$ cat src/rtl/data_mem_arbiter_if.sv
`default_nettype none
// ============================================================================
// Module   : data_mem_arbiter_if
// Purpose  : Bundles both requester ports and the data_memory side of the
//            two-port data memory arbiter.
// Revision : 1.0 - initial release
// ============================================================================
interface data_mem_arbiter_if #(
    parameter int DATA_WIDTH = 32
);
    logic                  m0_req;
    logic                  m0_we;
    logic [DATA_WIDTH-1:0] m0_addr;
    logic [DATA_WIDTH-1:0] m0_wd;
    logic                  m0_ack;
    logic [DATA_WIDTH-1:0] m0_rd;
    logic                  m0_err;

    logic                  m1_req;
    logic                  m1_we;
    logic [DATA_WIDTH-1:0] m1_addr;
    logic [DATA_WIDTH-1:0] m1_wd;
    logic                  m1_ack;
    logic [DATA_WIDTH-1:0] m1_rd;
    logic                  m1_err;
    logic                  m1_lock;

    logic [DATA_WIDTH-1:0] mem_addr;
    logic [DATA_WIDTH-1:0] mem_wd;
    logic                  mem_we;
    logic                  mem_read;
    logic [DATA_WIDTH-1:0] mem_rd;

    modport slave (
        input  m0_req, m0_we, m0_addr, m0_wd,
        output m0_ack, m0_rd, m0_err,
        input  m1_req, m1_we, m1_addr, m1_wd, m1_lock,
        output m1_ack, m1_rd, m1_err,
        output mem_addr, mem_wd, mem_we, mem_read,
        input  mem_rd
    );

    modport master (
        output m0_req, m0_we, m0_addr, m0_wd,
        input  m0_ack, m0_rd, m0_err,
        output m1_req, m1_we, m1_addr, m1_wd, m1_lock,
        input  m1_ack, m1_rd, m1_err,
        input  mem_addr, mem_wd, mem_we, mem_read,
        output mem_rd
    );
endinterface
`default_nettype wire

$ cat src/rtl/data_mem_arbiter.sv
`default_nettype none
// ============================================================================
// Module   : data_mem_arbiter
// Purpose  : Round-robin arbiter/sequencer serialising two masters onto the
//            single-port data_memory, with range check and registered read data.
// Revision : 1.0 - initial release
// ============================================================================
module data_mem_arbiter #(
    parameter int DATA_WIDTH = 32,
    parameter int MEM_DEPTH  = 65,
    parameter int MAX_LOCK   = 4
) (
    input wire clk,
    input wire reset,
    data_mem_arbiter_if.slave bus
);
    localparam int                    c_LW       = (MAX_LOCK < 1) ? 1 : $clog2(MAX_LOCK + 1);
    localparam logic [c_LW-1:0]       c_MAX_LOCK = c_LW'(MAX_LOCK);
    localparam logic [DATA_WIDTH-1:0] c_DEPTH    = DATA_WIDTH'(MEM_DEPTH);

    localparam logic [1:0] c_IDLE   = 2'd0;
    localparam logic [1:0] c_ACCESS = 2'd1;
    localparam logic [1:0] c_RESP   = 2'd2;

    logic [1:0]            r_state;
    logic                  r_last_owner;
    logic [c_LW-1:0]       r_lock_cnt;
    logic                  r_we;
    logic [DATA_WIDTH-1:0] r_addr;
    logic [DATA_WIDTH-1:0] r_wd;
    logic [DATA_WIDTH-1:0] r_m0_rd;
    logic                  r_m0_err;
    logic [DATA_WIDTH-1:0] r_m1_rd;
    logic                  r_m1_err;

    logic                  w_lock_hold;
    logic                  w_winner;
    logic                  w_in_range;
    logic                  w_access;
    logic [DATA_WIDTH-1:0] w_cap_rd;

    // Lock override only applies while port 1 still owns the last grant.
    always_comb begin
        w_lock_hold = bus.m1_lock && r_last_owner && (r_lock_cnt < c_MAX_LOCK);
        if (bus.m0_req && bus.m1_req) begin
            w_winner = w_lock_hold ? 1'b1 : ~r_last_owner;
        end else begin
            w_winner = bus.m1_req;
        end
    end

    assign w_in_range = (r_addr < c_DEPTH);
    assign w_access   = (r_state == c_ACCESS) && !reset;
    assign w_cap_rd   = (w_in_range && !r_we) ? bus.mem_rd : '0;

    assign bus.mem_we   = w_access && r_we && w_in_range;
    assign bus.mem_read = w_access && !r_we && w_in_range;
    assign bus.mem_addr = (r_state == c_ACCESS) ? r_addr : '0;
    assign bus.mem_wd   = (r_state == c_ACCESS) ? r_wd   : '0;

    assign bus.m0_ack = (r_state == c_RESP) && !r_last_owner;
    assign bus.m1_ack = (r_state == c_RESP) &&  r_last_owner;
    assign bus.m0_rd  = r_m0_rd;
    assign bus.m0_err = r_m0_err;
    assign bus.m1_rd  = r_m1_rd;
    assign bus.m1_err = r_m1_err;

    always_ff @(posedge clk) begin
        if (reset) begin
            r_state      <= c_IDLE;
            r_last_owner <= 1'b1;
            r_lock_cnt   <= '0;
            r_we         <= 1'b0;
            r_addr       <= '0;
            r_wd         <= '0;
            r_m0_rd      <= '0;
            r_m0_err     <= 1'b0;
            r_m1_rd      <= '0;
            r_m1_err     <= 1'b0;
        end else begin
            case (r_state)
                c_IDLE: begin
                    if (bus.m0_req || bus.m1_req) begin
                        r_last_owner <= w_winner;
                        r_we         <= w_winner ? bus.m1_we   : bus.m0_we;
                        r_addr       <= w_winner ? bus.m1_addr : bus.m0_addr;
                        r_wd         <= w_winner ? bus.m1_wd   : bus.m0_wd;
                        if (!w_winner || !bus.m1_lock) begin
                            r_lock_cnt <= '0;
                        end else if (r_lock_cnt < c_MAX_LOCK) begin
                            r_lock_cnt <= r_lock_cnt + c_LW'(1);
                        end
                        r_state <= c_ACCESS;
                    end
                end
                c_ACCESS: begin
                    if (r_last_owner) begin
                        r_m1_rd  <= w_cap_rd;
                        r_m1_err <= !w_in_range;
                    end else begin
                        r_m0_rd  <= w_cap_rd;
                        r_m0_err <= !w_in_range;
                    end
                    r_state <= c_RESP;
                end
                c_RESP:  r_state <= c_IDLE;
                default: r_state <= c_IDLE;
            endcase
        end
    end
endmodule
`default_nettype wire

$ cat src/flat_wrapper.sv
// flat-port wrapper written by rule: the top's interface ports become plain ports
module data_mem_arbiter_flat 
#(
    parameter int DATA_WIDTH = 32,
    parameter int MEM_DEPTH  = 65,
    parameter int MAX_LOCK   = 4
)
  (clk, reset, bus_m0_req, bus_m0_we, bus_m0_addr, bus_m0_wd, bus_m0_ack, bus_m0_rd, bus_m0_err, bus_m1_req, bus_m1_we, bus_m1_addr, bus_m1_wd, bus_m1_lock, bus_m1_ack, bus_m1_rd, bus_m1_err, bus_mem_addr, bus_mem_wd, bus_mem_we, bus_mem_read, bus_mem_rd);
  data_mem_arbiter_if #(.DATA_WIDTH(DATA_WIDTH)) bus_i ();
  input wire clk;
  input wire reset;
  input wire logic [$bits(bus_i.m0_req)-1:0] bus_m0_req;
  input wire logic [$bits(bus_i.m0_we)-1:0] bus_m0_we;
  input wire logic [$bits(bus_i.m0_addr)-1:0] bus_m0_addr;
  input wire logic [$bits(bus_i.m0_wd)-1:0] bus_m0_wd;
  output wire logic [$bits(bus_i.m0_ack)-1:0] bus_m0_ack;
  output wire logic [$bits(bus_i.m0_rd)-1:0] bus_m0_rd;
  output wire logic [$bits(bus_i.m0_err)-1:0] bus_m0_err;
  input wire logic [$bits(bus_i.m1_req)-1:0] bus_m1_req;
  input wire logic [$bits(bus_i.m1_we)-1:0] bus_m1_we;
  input wire logic [$bits(bus_i.m1_addr)-1:0] bus_m1_addr;
  input wire logic [$bits(bus_i.m1_wd)-1:0] bus_m1_wd;
  input wire logic [$bits(bus_i.m1_lock)-1:0] bus_m1_lock;
  output wire logic [$bits(bus_i.m1_ack)-1:0] bus_m1_ack;
  output wire logic [$bits(bus_i.m1_rd)-1:0] bus_m1_rd;
  output wire logic [$bits(bus_i.m1_err)-1:0] bus_m1_err;
  output wire logic [$bits(bus_i.mem_addr)-1:0] bus_mem_addr;
  output wire logic [$bits(bus_i.mem_wd)-1:0] bus_mem_wd;
  output wire logic [$bits(bus_i.mem_we)-1:0] bus_mem_we;
  output wire logic [$bits(bus_i.mem_read)-1:0] bus_mem_read;
  input wire logic [$bits(bus_i.mem_rd)-1:0] bus_mem_rd;
  assign bus_i.m0_req = bus_m0_req;
  assign bus_i.m0_we = bus_m0_we;
  assign bus_i.m0_addr = bus_m0_addr;
  assign bus_i.m0_wd = bus_m0_wd;
  assign bus_m0_ack = bus_i.m0_ack;
  assign bus_m0_rd = bus_i.m0_rd;
  assign bus_m0_err = bus_i.m0_err;
  assign bus_i.m1_req = bus_m1_req;
  assign bus_i.m1_we = bus_m1_we;
  assign bus_i.m1_addr = bus_m1_addr;
  assign bus_i.m1_wd = bus_m1_wd;
  assign bus_i.m1_lock = bus_m1_lock;
  assign bus_m1_ack = bus_i.m1_ack;
  assign bus_m1_rd = bus_i.m1_rd;
  assign bus_m1_err = bus_i.m1_err;
  assign bus_mem_addr = bus_i.mem_addr;
  assign bus_mem_wd = bus_i.mem_wd;
  assign bus_mem_we = bus_i.mem_we;
  assign bus_mem_read = bus_i.mem_read;
  assign bus_i.mem_rd = bus_mem_rd;
  data_mem_arbiter #(.DATA_WIDTH(DATA_WIDTH), .MEM_DEPTH(MEM_DEPTH), .MAX_LOCK(MAX_LOCK)) u_core (.clk(clk), .reset(reset), .bus(bus_i));
endmodule
$ cat config.mk
export PLATFORM = sky130hd
export DESIGN_NAME = data_mem_arbiter_flat
export DESIGN_NICKNAME = d
export VERILOG_FILES = /design/src/rtl/data_mem_arbiter_if.sv /design/src/rtl/data_mem_arbiter.sv /design/src/flat_wrapper.sv
export SDC_FILE = /design/constraint.sdc
export NUM_CORES = 1
export LEC_CHECK = 0
export ABC_AREA = 1
export BUFFER_PORTS_ARGS = -buffer_cell sky130_fd_sc_hd__clkbuf_2
export CAP_MARGIN = 30
export CORE_MARGIN = 2
export CORE_UTILIZATION = 40
export CTS_BUF_LIST = sky130_fd_sc_hd__clkbuf_16
export DETAILED_ROUTE_END_ITERATION = 16
export PLACE_DENSITY_LB_ADDON = 0.08
export SETUP_SLACK_MARGIN = 0.4
export SLEW_MARGIN = 20
export SYNTH_ARGS = -nofsm -noshare
export SYNTH_HDL_FRONTEND = slang
export SYNTH_SLANG_ARGS = --single-unit
$ cat constraint.sdc
create_clock -name clk -period 1.4 [get_ports clk]
set_input_delay 0.14 -clock clk [delete_from_list [all_inputs] [get_ports clk]]
set_output_delay 0.14 -clock clk [all_outputs]
set_load 0.1 [all_outputs]
==> flow_metrics.env, run 1 <==
export IMPL_status="stopped before the end"
export IMPL_haltStage="4_1_cts"
export IMPL_error_line="[ERROR DPL-0033] detailed placement checks failed during check placement."
export IMPL_ys_seq_elements=137
export IMPL_synth_cell_types=28
export IMPL_hpwlAfterDp_um=14800
export IMPL_io_pins=301
export IMPL_yosys_area_top_type="dfxtp_1"
export IMPL_port_buffers=300
export IMPL_die_w_um=129
export IMPL_synth_top_family_by_area="compound AO/OA/AOI/OAI gates"
export IMPL_postCtsResizedCells=406
export IMPL_place_congestion=0.809
export IMPL_synth_compound_area_share_pct=22.8
export IMPL_syn_num_nets=1006
export IMPL_synth_fa_ha_area_share_pct=0.200
export IMPL_placed_area_um2=9950
export IMPL_rows=45
export IMPL_hold_buffers=137
export IMPL_synth_area_per_cell_um2=7.47
export IMPL_numCtsBuffers=17
export IMPL_synth_top_area_share_pct=43.8
export IMPL_synth_xor_area_share_pct=0
export IMPL_yosysWarnings=0
export IMPL_cts_root_buf="clkbuf_16"
export IMPL_synth_cells=838
export IMPL_synth_area_leaders="dfxtp_1 44%, o21ai_0 10%, nand2_1 9.1%"
export IMPL_syn_area_um2=6260
export IMPL_h_tree_depth=4
export IMPL_cts_setup_buffers=60
export IMPL_synthMuxAreaShare_pct=0
export IMPL_die_h_um=129
export IMPL_yosys_area_share_simple_pct=22.2
export IMPL_cts_path_max_buffers=2
export IMPL_ys_seq_area_share_pct=43.8
export IMPL_cts_sink_count=137
export IMPL_initial_utilization_pct=41.0
[cells in the mapped netlist]
cell type / n
o211ai_1: 2
inv_2: 10
nor2_8: 1
nand2_1: 151
nor3_2: 2
a31oi_1: 65
buf_2: 27
buf_4: 10
o21ai_0: 131
nor2_2: 4
clkbuf_1: 29
dfxtp_1: 137
nor3_1: 2
nand4_2: 25
o21ai_1: 1
buf_8: 1
nand4_1: 7
nand3_1: 5
nand4_4: 2
nor2_4: 1
inv_1: 70
a21oi_1: 62
ha_1: 1
nor2_1: 82
a21oi_2: 4
buf_12: 2
buf_1: 3
nand2_2: 1
[logic make-up after synthesis]
family,count (synthesis)
DFF,137
adders and majority gates,1
AOI/OAI and AO/OA,265
and+or+nand+nor,283
buffers and inverters,152
[metrics by stage]
stage	utilization [%]	instances	setup WS (ns)	hold slack [ns]
global placement	65.2	1341	-0.114	0.382
detailed placement	65.2	1341	-0.154	0.384
floorplan	-	838	-0.580	0.209
==> inputs of run 2 (changes only) <==
--- a/config.mk
+++ b/config.mk
@@ -9,11 +9,9 @@
 export BUFFER_PORTS_ARGS = -buffer_cell sky130_fd_sc_hd__clkbuf_2
 export CAP_MARGIN = 30
 export CORE_MARGIN = 2
-export CORE_UTILIZATION = 40
-export CTS_BUF_LIST = sky130_fd_sc_hd__clkbuf_16
+export CORE_UTILIZATION = 25
 export DETAILED_ROUTE_END_ITERATION = 16
-export PLACE_DENSITY_LB_ADDON = 0.08
-export SETUP_SLACK_MARGIN = 0.4
+export PLACE_DENSITY_LB_ADDON = 0.15
 export SLEW_MARGIN = 20
 export SYNTH_ARGS = -nofsm -noshare
 export SYNTH_HDL_FRONTEND = slang
==> run 2 against run 1 <==
Against the previous run: the flow now finishes, with violations (negative setup slack); synthesized cell count stayed put; synthesized area unchanged.
==> flow_metrics.env, run 2 <==
export IMPL_met3_length_um=1640
export IMPL_cts_sink_count=137
export IMPL_synth_cell_types=28
export IMPL_drv_slew=0
export IMPL_setup_slack_ns=-0.523
export IMPL_ys_flop_type="dfxtp_1"
export IMPL_hp_class="input pin to flop"
export IMPL_fin_skew_ns=0.0143
export IMPL_core_area_um2=24500
export IMPL_start_kind="flop"
export IMPL_dieArea_um2=26300
export IMPL_vdd_drop_max_mv=0.639
export IMPL_whs_endpoint="u_core.r_addr[12]"
export IMPL_p_leak_nw=6.15
export IMPL_layout_min_cycle_time_ns=1.92
export IMPL_h_tree_depth=4
export IMPL_port_buffers=300
export IMPL_fin_nets=1571
export IMPL_intPower_mw=9.28
export IMPL_detail_route_iter0_violations=398
export IMPL_synth_area_per_cell_um2=7.47
export IMPL_fin_util_pct=59.6
export IMPL_crit_family="simple AND/OR/NAND/NOR gates"
export IMPL_fmax_mhz=520
export IMPL_worstPathArrival_ns=1.78
export IMPL_routedWlPerCell_um=17.9
export IMPL_io_pins=301
export IMPL_antenna_found_initial=1
export IMPL_die_h_um=162
export IMPL_cts_path_max_buffers=2
export IMPL_worstPathBufferInverterCount=1
export IMPL_rsz0062_at_grt="true"
export IMPL_hpwlAfterDp_um=16200
export IMPL_clk_latency_ns=0.44
export IMPL_syn_num_nets=1006
export IMPL_slowest_delay_ns=0.33
export IMPL_synth_common_cells="151 x nand2_1, 137 x dfxtp_1, 131 x o21ai_0"
export IMPL_yosysWarnings=0
export IMPL_ys_seq_elements=137
export IMPL_reg2reg_depth=13
export IMPL_synth_top_area_share_pct=43.8
export IMPL_die_w_um=162
export IMPL_cts_tree="built"
export IMPL_path_cells="nor2_2, nand2_2, nor2_4, nand2_4, nor2_8, nand2_4, nor3_4, buf_12"
export IMPL_reg2reg_to="u_core.bus.m1_rd[0]"
export IMPL_crit_fanout=2
export IMPL_place_congestion=0.781
export IMPL_fin_cells=1741
export IMPL_dp_cells=1462
export IMPL_ant_nets=0
export IMPL_slew_headroom_pct=61.1
export IMPL_wl_met2_um=15500
export IMPL_routed_top_layer="met4"
export IMPL_final_cell_mix="176 x clkbuf_2, 164 x dlygate4sd3_1, 146 x nand2_1"
export IMPL_grtUsageTotal_pct=22.1
export IMPL_grt_max_degree=55
export IMPL_async_reset_ff_share_pct=0
export IMPL_tightest_slew_ns=0.586
export IMPL_worst_setup_path_end_kind="output port"
export IMPL_finalCritPeriodShare_pct=137
export IMPL_yosys_area_top_type="dfxtp_1"
export IMPL_hp_start="bus_m0_addr[12]"
export IMPL_pwr_share_clk_pct=30.4
export IMPL_p_comb_share_pct=40.4
export IMPL_reg2reg_from="u_core.r_addr[16]"
export IMPL_cpMostUsedCell="nand2_4"
export IMPL_status="finished, violations left"
export IMPL_wl_met1_um=13100
export IMPL_syn_area_um2=6260
export IMPL_synth_area_leaders="dfxtp_1 44%, o21ai_0 10%, nand2_1 9.1%"
export IMPL_grt_first_pass_wirelength_um=45300
export IMPL_ys_seq_area_share_pct=43.8
export IMPL_hold_viol=0
export IMPL_drc=0
export IMPL_first_pass_iters=7
export IMPL_setup_viol=135
export IMPL_seq_power_share_pct=29.2
export IMPL_mostFrequentLayoutCell="clkbuf_2"
export IMPL_failed_checks="negative setup slack"
export IMPL_rrSetupSlack_ns=-0.49
export IMPL_fillers=1986
export IMPL_viasPerCell=4.73
export IMPL_synth_most_common_cell="nand2_1"
export IMPL_path_clk_slew_ns=0.07
export IMPL_synth_cells=838
export IMPL_num_vias=8241
export IMPL_path_depth=8
export IMPL_power_mw=15.3
export IMPL_drive_gt1_share_pct=48.9
export IMPL_hold_slack_ns=0.0230
export IMPL_holdPathStages=3
export IMPL_critical_path_startpoint="u_core.r_addr[22]"
export IMPL_cp_slowest_cell="dfxtp_2"
export IMPL_synthToLayoutAreaGrowth_pct=133
export IMPL_switching_share_pct=39.4
export IMPL_cts_root_buf="clkbuf_16"
export IMPL_cp_required_ns=1.26
export IMPL_p_switching_mw=6.04
export IMPL_grt_overflow_total=0
export IMPL_numCtsBuffers=17
export IMPL_drv_cap=0
export IMPL_grt_pass1_vias=8271
export IMPL_wl_um=31200
export IMPL_initial_utilization_pct=25.6
export IMPL_synth_edf_count=0
export IMPL_p_per_area_nw_per_um2=1050
export IMPL_rows=57
export IMPL_critPathKind="flop to output port"
==> run 2: cell counts after synthesis <==
Identical to the previous run, type by type.
==> run 2: area by class of cell <==
cell class	count	area (µm²)	area share, %
repair buffers	616	6620	45.4
multi-input cells	549	3840	26.3
flip-flops and latches	137	2760	18.9
clock buffers	17	425	2.92
well taps	324	405	2.78
inverters	80	324	2.22
clock inverters	15	173	1.18
repair inverters	2	32.5	0.223
diodes	1	2.50	0.0172
==> run 2: worst max-delay path by stage <==
| stage | end | slack [ns] |
|---|---|---|
| 2_1_floorplan | bus_mem_read | -0.58 |
| 5_1_grt | bus_mem_read | -0.62 |
| 6_report | bus_mem_read | -0.52 |
| 3_3_place_gp | bus_mem_read | -0.15 |
| 3_5_place_dp | bus_mem_read | -0.14 |
| 4_1_cts | bus_mem_read | -0.54 |
==> run 2: cells by family (layout without fill, tap and decap cells) <==
group                    Yosys count  count (layout)  synth area share [%]
other                              0               1                     0
AND/OR/NAND/NOR                  283             283                  22.2
buffers and inverters            152             730                  11.0
AO/OA/AOI/OAI                    265             265                  22.8
adder cells (fa/ha/maj)            1               1                 0.200
flip-flops                       137             137                  43.8
==> run 2: what timing repair did <==
item,in CTS,in global routing
hold buffers,164,0
setup buffers,25,21
resized for setup,101,215
pin swaps,21,61
endpoints found under the setup margin,145,245
hold endpoints to repair,130,0
cloned,27,16
==> run 2: power groups by stage <==
stage	clock network (mW)	registers, mW	logic (mW)
after floorplan	0	5.50	2.09
after global placement	0	4.53	4.49
after detailed placement	0	4.53	4.50
after CTS	4.75	4.45	5.59
after global routing	4.90	4.52	6.49
final	4.65	4.48	6.19
==> run 2: layer usage <==
metal	up-vias	GRT usage (%)
li1	3975	-
met1	3904	27.5
met2	299	37.2
met3	63	4.67
met4	0	9.01
met5	-	0
==> run 2: tightest hold or removal path, cell delays in order <==
cell and delay (ns):
clkbuf_2 0.10, nand2_1 0.07, a31oi_2 0.09
==> run 2: metrics by stage <==
| stage | setup TNS, ns | instance area (µm²) | setup slack (ns) |
|---|---|---|---|
| after floorplan | -8.92 | 6880 | -0.581 |
| after global placement | -6.65 | 10100 | -0.152 |
| after detailed placement | -6.62 | 10100 | -0.139 |
| after CTS | -41.45 | 13600 | -0.536 |
| after global routing | -63.45 | 14600 | -0.615 |
| final | -51.27 | 14600 | -0.523 |
Note: power is estimated with default switching activity, not from simulation.
